`src/rtl/uart_rx_fifo.sv`:
```
// Receive-side byte FIFO behind the UART receiver, with a bus slave register file and a level IRQ.
// Optional idle timeout flag is built only when UART_RX_FIFO_TIMEOUT_EN is defined.
module uart_rx_fifo #(
  parameter int unsigned DEPTH          = 16,
  parameter int unsigned THRESH_RST     = 1,
  parameter int unsigned TIMEOUT_CYCLES = 20000
) (
  input  logic        clk_i,
  input  logic        rst_i,
  input  logic [7:0]  rx_byte_i,
  input  logic        rx_valid_i,
  input  logic [31:0] req_addr_i,
  input  logic [31:0] req_value_i,
  input  logic [3:0]  req_wstrb_i,
  input  logic        req_valid_i,
  output logic        req_ready_o,
  output logic [31:0] resp_value_o,
  output logic        resp_valid_o,
  output logic        irq_o
);

  localparam int unsigned AW = $clog2(DEPTH);
  localparam int unsigned PW = AW + 1;

  localparam logic [31:0] AddrData   = 32'h0;
  localparam logic [31:0] AddrStatus = 32'h4;
  localparam logic [31:0] AddrThresh = 32'h8;
  localparam logic [31:0] AddrCtrl   = 32'hC;

  logic [7:0]    mem_q [DEPTH];
  logic [PW-1:0] wptr_q, wptr_d;
  logic [PW-1:0] rptr_q, rptr_d;
  logic          overrun_q, overrun_d;
  logic [7:0]    thresh_q, thresh_d;
  logic          resp_valid_q, resp_valid_d;
  logic [31:0]   resp_value_q, resp_value_d;

  logic [PW-1:0] level;
  logic          empty, full;
  logic          req_rd, req_wr;
  logic          push, pop, flush, clr_ovr, overflow;
  logic [7:0]    head_byte;
  logic          timeout;
  logic          lvl_hit;

  assign level     = wptr_q - rptr_q;
  assign empty     = (level == '0);
  assign full      = (level == PW'(DEPTH));
  assign head_byte = mem_q[rptr_q[AW-1:0]];

  // Partial strobes are neither read nor write: acknowledged with no effect.
  assign req_rd = req_valid_i && (req_wstrb_i == 4'h0);
  assign req_wr = req_valid_i && (req_wstrb_i == 4'hF);

  assign pop      = req_rd && (req_addr_i == AddrData) && !empty;
  assign flush    = req_wr && (req_addr_i == AddrCtrl) && req_value_i[0];
  assign clr_ovr  = req_wr && (req_addr_i == AddrCtrl) && req_value_i[1];
  assign overflow = rx_valid_i && full;
  // Flush takes priority over a same-cycle push, discarding the byte.
  assign push     = rx_valid_i && !full && !flush;

  assign lvl_hit     = (thresh_q != 8'd0) && (32'(level) >= 32'(thresh_q));
  assign irq_o       = lvl_hit | timeout;
  assign req_ready_o = 1'b1;

`ifdef UART_RX_FIFO_TIMEOUT_EN
  logic [31:0] idle_q, idle_d;
  logic        timeout_q, timeout_d;

  always_comb begin
    idle_d    = idle_q;
    timeout_d = timeout_q;
    if (push || pop || flush) begin
      idle_d = 32'd0;
    end else if (!empty && (idle_q != 32'(TIMEOUT_CYCLES))) begin
      idle_d = idle_q + 32'd1;
    end
    if (pop || flush) begin
      timeout_d = 1'b0;
    end else if (idle_d == 32'(TIMEOUT_CYCLES)) begin
      timeout_d = 1'b1;
    end
  end

  always_ff @(posedge clk_i or posedge rst_i) begin
    if (rst_i) begin
      idle_q    <= 32'd0;
      timeout_q <= 1'b0;
    end else begin
      idle_q    <= idle_d;
      timeout_q <= timeout_d;
    end
  end

  assign timeout = timeout_q;
`else
  assign timeout = 1'b0;
`endif

  always_comb begin
    wptr_d    = wptr_q;
    rptr_d    = rptr_q;
    overrun_d = overrun_q;
    thresh_d  = thresh_q;
    if (push) wptr_d = wptr_q + PW'(1);
    if (pop) rptr_d = rptr_q + PW'(1);
    if (flush) rptr_d = wptr_q;
    if (clr_ovr) overrun_d = 1'b0;
    if (overflow) overrun_d = 1'b1;
    if (req_wr && (req_addr_i == AddrThresh)) thresh_d = req_value_i[7:0];
  end

  always_comb begin
    resp_valid_d = req_valid_i;
    resp_value_d = 32'd0;
    if (req_rd) begin
      case (req_addr_i)
        AddrData:   if (!empty) resp_value_d = {23'd0, 1'b1, head_byte};
        AddrStatus: resp_value_d = {16'd0, 8'(level), 3'd0, timeout, irq_o, overrun_q, full, empty};
        AddrThresh: resp_value_d = {24'd0, thresh_q};
        default:    resp_value_d = 32'd0;
      endcase
    end
  end

  // Storage is not reset; contents are only observable through the pointers.
  always_ff @(posedge clk_i) begin
    if (push) mem_q[wptr_q[AW-1:0]] <= rx_byte_i;
  end

  always_ff @(posedge clk_i or posedge rst_i) begin
    if (rst_i) begin
      wptr_q       <= '0;
      rptr_q       <= '0;
      overrun_q    <= 1'b0;
      thresh_q     <= 8'(THRESH_RST);
      resp_valid_q <= 1'b0;
      resp_value_q <= 32'd0;
    end else begin
      wptr_q       <= wptr_d;
      rptr_q       <= rptr_d;
      overrun_q    <= overrun_d;
      thresh_q     <= thresh_d;
      resp_valid_q <= resp_valid_d;
      resp_value_q <= resp_value_d;
    end
  end

  assign resp_valid_o = resp_valid_q;
  assign resp_value_o = resp_value_q;

endmodule

```
`config.mk`:
```
export PLATFORM = sky130hd
export DESIGN_NAME = uart_rx_fifo
export DESIGN_NICKNAME = d
export VERILOG_FILES = /design/src/rtl/uart_rx_fifo.sv
export SDC_FILE = /design/constraint.sdc
export NUM_CORES = 1
export LEC_CHECK = 0
export BUFFER_PORTS_ARGS = -buffer_cell sky130_fd_sc_hd__buf_4
export CORE_MARGIN = 2
export CORE_UTILIZATION = 50
export CTS_CLUSTER_DIAMETER = 80
export DETAILED_ROUTE_END_ITERATION = 10
export PLACE_DENSITY = 0.75
export SLEW_MARGIN = 0
export SYNTH_ARGS = -nofsm -noshare
export SYNTH_HDL_FRONTEND = slang
export SYNTH_SLANG_ARGS = --single-unit
```
`constraint.sdc`:
```
create_clock -name clk_i -period 3.8 [get_ports clk_i]
set_input_delay 0.19 -clock clk_i [delete_from_list [all_inputs] [get_ports clk_i]]
set_output_delay 0.19 -clock clk_i [all_outputs]
set_load 0.1 [all_outputs]
```
# Word level (Yosys, flattened, before mapping)
# Memories as Yosys holds them, arrays and structs flattened.
# Cells that the tools add are included.
[totals]
reg_bits = 52
ram_bits = 128
inputBits = 80
output_inout_bits = 35
memories = 1
[classes]
addsub = 3
n_lt_le_gt_ge = 1
eq_ne = 5
n_mux = 9
reduce_logical = 21
[mem_list]
columns = ["name", "words", "word_bits", "read_ports", "rd_ports_with_merged_regs", "write_ports", "line", "rtl"]
rows = [
  ["mem_q", 16, 8, 1, 0, 1, "30", "logic [7:0] mem_q [DEPTH];"],
]
[op_table]
columns = ["op", "n"]
rows = [
  ["$pmux W32 S3", 1],
  ["$eq A32 B4 Y1 const B", 2],
  ["$eq A32 B3 Y1 const B", 1],
  ["$logic_not A32 Y1", 1],
  ["$mux W32", 1],
  ["$logic_and A1 B1 Y1", 12],
  ["$add A5 B1 Y5 const B", 2],
  ["$mux W5", 2],
  ["$mux W9", 1],
  ["$ge A5 B8 Y1", 1],
  ["$reduce_bool A8 Y1", 1],
  ["$eq A5 B5 Y1 const B", 1],
  ["$logic_not A5 Y1", 1],
  ["$sub A5 B5 Y5", 1],
  ["$eq A4 B4 Y1 const B", 1],
  ["$logic_not A4 Y1", 1],
  ["$mux W1", 4],
  ["$reduce_bool A2 Y1", 2],
  ["$logic_not A1 Y1", 3],
]

# Logic depth before layout (Yosys ltp)
[logic_depth]
word_depth = 8
ltp_mapped = 12

# Least setup slack after synthesis
# No wires, ideal clock.
[synth_timing]
path_kind = "register to register"
from = "register rptr_q[1]"
to = "memory mem_q[15][0] (enable)"
setup_time_ns = 0.401
arrival_ns = 3.361
setup_slack_ns = 0.039
path_stages_with_launch = 9
path_buffers = 2
period_less_slack_ns = 3.761
path_cell_list = "dfrtp_1 > clkbuf_1 > buf_1 > clkinv_1 > fa_1 > xor2_1 > nand4b_1 > a211oi_2 > nor4_1"
[synth_via]
elab_chain_cells = 7
[synth_lines]
columns = ["element", "line", "rtl"]
rows = [
  ["start, declared", "32", "logic [PW-1:0] rptr_q, rptr_d;"],
  ["start signal, assigned", "141", "rptr_q <= rptr_d;"],
  ["$sub A5 B5 Y5", "46", "assign level = wptr_q - rptr_q;"],
  ["$eq A5 B5 Y1", "48", "assign full = (level == PW'(DEPTH));"],
  ["$logic_not A1 Y1", "60", "assign push = rx_valid_i && !full && !flush;"],
  ["$logic_and A1 B1 Y1 (2 in a row)", "60", ""],
  ["$mux W1", "128", "if (push) mem_q[wptr_q[AW-1:0]] <= rx_byte_i;"],
  ["$mux W1 (not written as such)", "128", ""],
  ["end, declared", "30", ""],
]
# No other way between the ends.

# Worst setup path in the final report
[layout_timing]
from = "register wptr_q[0]"
to = "memory mem_q[14][1] (enable)"
[layout_via]
elab_chain_cells = 7
[layout_lines]
columns = ["element", "line", "rtl"]
rows = [
  ["start, declared", "31", "logic [PW-1:0] wptr_q, wptr_d;"],
  ["start signal, assigned", "140", "wptr_q <= wptr_d;"],
  ["$sub A5 B5 Y5", "46", ""],
  ["$eq A5 B5 Y1", "48", ""],
  ["$logic_not A1 Y1", "60", ""],
  ["$logic_and A1 B1 Y1 (2 in a row)", "60", ""],
  ["$mux W1", "128", ""],
  ["$mux W1 (not written as such)", "128", ""],
]
# Parallel ways exist; a longest one is shown, timed or not.

==> flow_summary.json <==
{
  "seq_area_frac_synth_pct": 64.8,
  "async_flop_share_pct": 20.5,
  "cts-resized-gates": 0,
  "postRouteAntennaNets": 0,
  "start_util_pct": 51.5,
  "postCtsSetupBuffers": 0,
  "place_ws_ns": 0.368,
  "final_max_slew_viol_count": 0,
  "drive_gt1_share_pct": 29.0,
  "cp_common_cell": "inv_1",
  "synthToLayoutAreaGrowth_pct": 19.3,
  "cap_violations": 0,
  "ioPinCount": 115,
  "stdcell_count": 722,
  "critPathSlowestCell": "nor2b_1",
  "finalSetupViolations": 0,
  "power_density_nw_per_um2": 571,
  "clock_skew_ns": 0.00636,
  "numPortBuffers": 70,
  "grt_pass1_vias": 4200,
  "crit_path_max_incr_delay_ns": 0.73,
  "clkSinkCount": 161,
  "worstSetupPathType": "reg2reg",
  "switching_share_pct": 26.0,
  "synth_top_cell_area_share_pct": 53.4,
  "core-area_um2": 14000,
  "synthTopCellsByArea": "edfxtp_1 53%, dfrtp_1 11%, mux4_2 10%",
  "antenna_found_initial": 0,
  "synth.cell_area_um2": 7200,
  "gr-total-overflow": 0,
  "hold_viol_final": 0,
  "power_frac_clock_pct": 40.4,
  "drt_first_pass_iters": 5,
  "ys_warn_count": 0,
  "rows": 43,
  "max_clock_freq_ghz": 0.292,
  "critPathTopFamily": "simple AND/OR/NAND/NOR gates",
  "cts-root-buf": "clkbuf_16",
  "grt_pass1_wl_mm": 23.4,
  "status": "completed",
  "synth_ff_type": "edfxtp_1",
  "holdBufCountCts": 8,
  "clk-insertion-delay-late_ns": 0.42,
  "final.setup.tns_ns": 0,
  "fin_util_pct": 61.4,
  "grt.total_usage_pct": 21.2,
  "setup_ws_ns": 0.370,
  "drt_wl_total_mm": 15.2,
  "first_iter_violations": 462,
  "routedWlPerCell_um": 21.1,
  "path_buf_inv": 2,
  "clk_pin_slew_ns": 0.06,
  "cts_tree": "yes",
  "endpoint_kind": "flop",
  "worst_ep_arrival_time_ns": 3.47,
  "via_count": 4230,
  "crit_required_ns": 3.84,
  "antenna_cells": 0,
  "path_cells": "inv_1, ha_1, inv_1, fa_1, xor2_1, nand4b_1, a211oi_2, and4b_1, nor2b_1",
  "worstMarginPinSlew_ns": 0.885,
  "switchingPower_uw": 1270,
  "power_frac_seq_pct": 44.2,
  "min_period_over_period_pct": 90.3,
  "final_nets": 625,
  "ir_worst_vdd_uv": 305,
  "cts_max_path_buffers": 2,
  "finalCriticalPeriod_ns": 3.43,
  "p_leak_uw": 0.00315,
  "internal-power_uw": 3630,
  "drc": 0,
  "dieArea_um2": 15400,
  "finalWeightedCongestion": 0.872,
  "slew_headroom_pct": 40.9,
  "synth_edf_count": 128,
  "synthCells": 447,
  "dieWidth_um": 124,
  "dp_hpwl_mm": 10.2,
  "htreeDepth": 4,
  "die_h_um": 124,
  "dp_cells": 683,
  "avgSynthCellArea_um2": 16.1,
  "combinationalPowerShare_pct": 15.4,
  "synth_top_area_cell": "edfxtp_1",
  "cts_buffers": 17,
  "via_per_inst": 5.86,
  "rsz0062_at_grt": "no",
  "crit_path_max_fanout": 8,
  "ys_types": 63,
  "min_path_type": "in2reg",
  "crit_path_start_kind": "flop",
  "ys_ff_latch": 161,
  "grt_max_degree": 37
}
==> cells in the final DEF (no fill, tap or decap), drive strengths merged, types with 6 or more instances in the layout <==
master / netlist / routed
edfxtp: 128 / 128
buf: 32 / 77
mux4: 32 / 32
dfrtp: 32 / 32
conb: 2 / 20
clkbuf: 7 / 18
nor2: 16 / 16
mux2i: 16 / 16
inv: 13 / 16
and2: 15 / 15
o21ai: 14 / 14
ha: 14 / 14
nand3: 13 / 13
nor4: 10 / 10
nand2: 9 / 9
dlygate4sd3: 0 / 8
and4: 8 / 8
bufinv: 0 / 7
xor2: 6 / 6
nor2b: 6 / 6
a22oi: 6 / 6
nand4: 6 / 6
nor3: 6 / 6
==> sequential cells by signal, summed over array words and instances (netlist names) <==
register,count
resp_value_o,13
overrun_q,1
resp_valid_o,1
thresh_q,8
rptr_q,5
wptr_q,5
mem_q,128
==> cells by family (layout without fill, tap and decap cells) <==
logic type               count (synthesis)  count (layout)  synth area share, %
flip-flops                             161             161                 64.8
AND/OR/NAND/NOR                        107             107                 9.54
multiplexers                            53              53                 13.0
buffers and inverters                   53             130                 4.22
AO/OA/AOI/OAI                           49              49                 4.72
adder cells (fa/ha/maj)                 15              15                 2.71
XOR/XNOR                                 7               7                0.851
other                                    2              20                0.104
==> layer usage <==
metal	share of wire, %	vias up	global-route usage, %
met4	3.1	0	9.69
met5	0	-	0
li1	-	1889	-
met2	48	180	34.0
met3	6.6	30	4.35
met1	42	2131	28.1
==> worst paths after layout <==
check,slack [ns],depth (start not counted),start,end
setup / recovery,0.37,9,wptr_q[0],mem_q[14][1]
hold / removal,0.02,3,req_value_i[3],thresh_q[3]
setup reg to reg,0.37,9,wptr_q[0],mem_q[14][1]
hold reg to reg,0.51,2,overrun_q,overrun_q
max in group asynchronous,3.04,4,rst_i,thresh_q[0]
min in group asynchronous,0.44,4,rst_i,resp_value_o[3]
==> power by group through the flow <==
stage / combinational (µW) / clock [µW] / sequential, µW
after CTS: 754 / 2010 / 2170
final: 755 / 1980 / 2170
after floorplan: 539 / 0 / 2170
after global routing: 825 / 2070 / 2180
after global placement: 722 / 0 / 2190
after detailed placement: 738 / 0 / 2200
==> layout make-up <==
type / instances / area (µm²)
fillers: 1014 / 5390
repair buffers: 85 / 658
flip-flops and latches: 161 / 4670
clock inverters: 13 / 255
clock buffers: 18 / 429
inverters: 14 / 52.6
multi-input cells: 251 / 2300
well taps: 180 / 225
==> metrics by stage <==
stage,total power (µW),cell area (µm²),hold slack [ns]
6_report,4910,8590,0.0155
5_1_grt,5080,8590,0.0334
4_1_cts,4930,8590,0.00273
3_5_place_dp,2940,7830,0.319
3_3_place_gp,2910,7830,0.308
2_1_floorplan,2710,7270,0.221
==> worst min-delay path: cells and delay by family <==
kind            cells  cell delay, ns
compound gates      1            0.07
simple gates        1            0.05
buf+inv             1            0.08
==> Yosys cell counts (all sizes together) (3+ instances only) <==
| cell type | n |
|---|---|
| buf | 32 |
| nor3 | 6 |
| and4b | 3 |
| xor2 | 6 |
| a211oi | 5 |
| mux2i | 16 |
| mux2 | 5 |
| a32oi | 5 |
| o21ai | 14 |
| edfxtp | 128 |
| inv | 13 |
| dfrtp | 32 |
| a31oi | 4 |
| a22oi | 6 |
| nor4 | 10 |
| and2 | 15 |
| a21oi | 5 |
| mux4 | 32 |
| clkbuf | 7 |
| nand4 | 6 |
| nor2 | 16 |
| or3 | 3 |
| nand3 | 13 |
| nor2b | 6 |
| and4 | 8 |
| ha | 14 |
| nand2 | 9 |
Power figures use the tool's default switching activity.
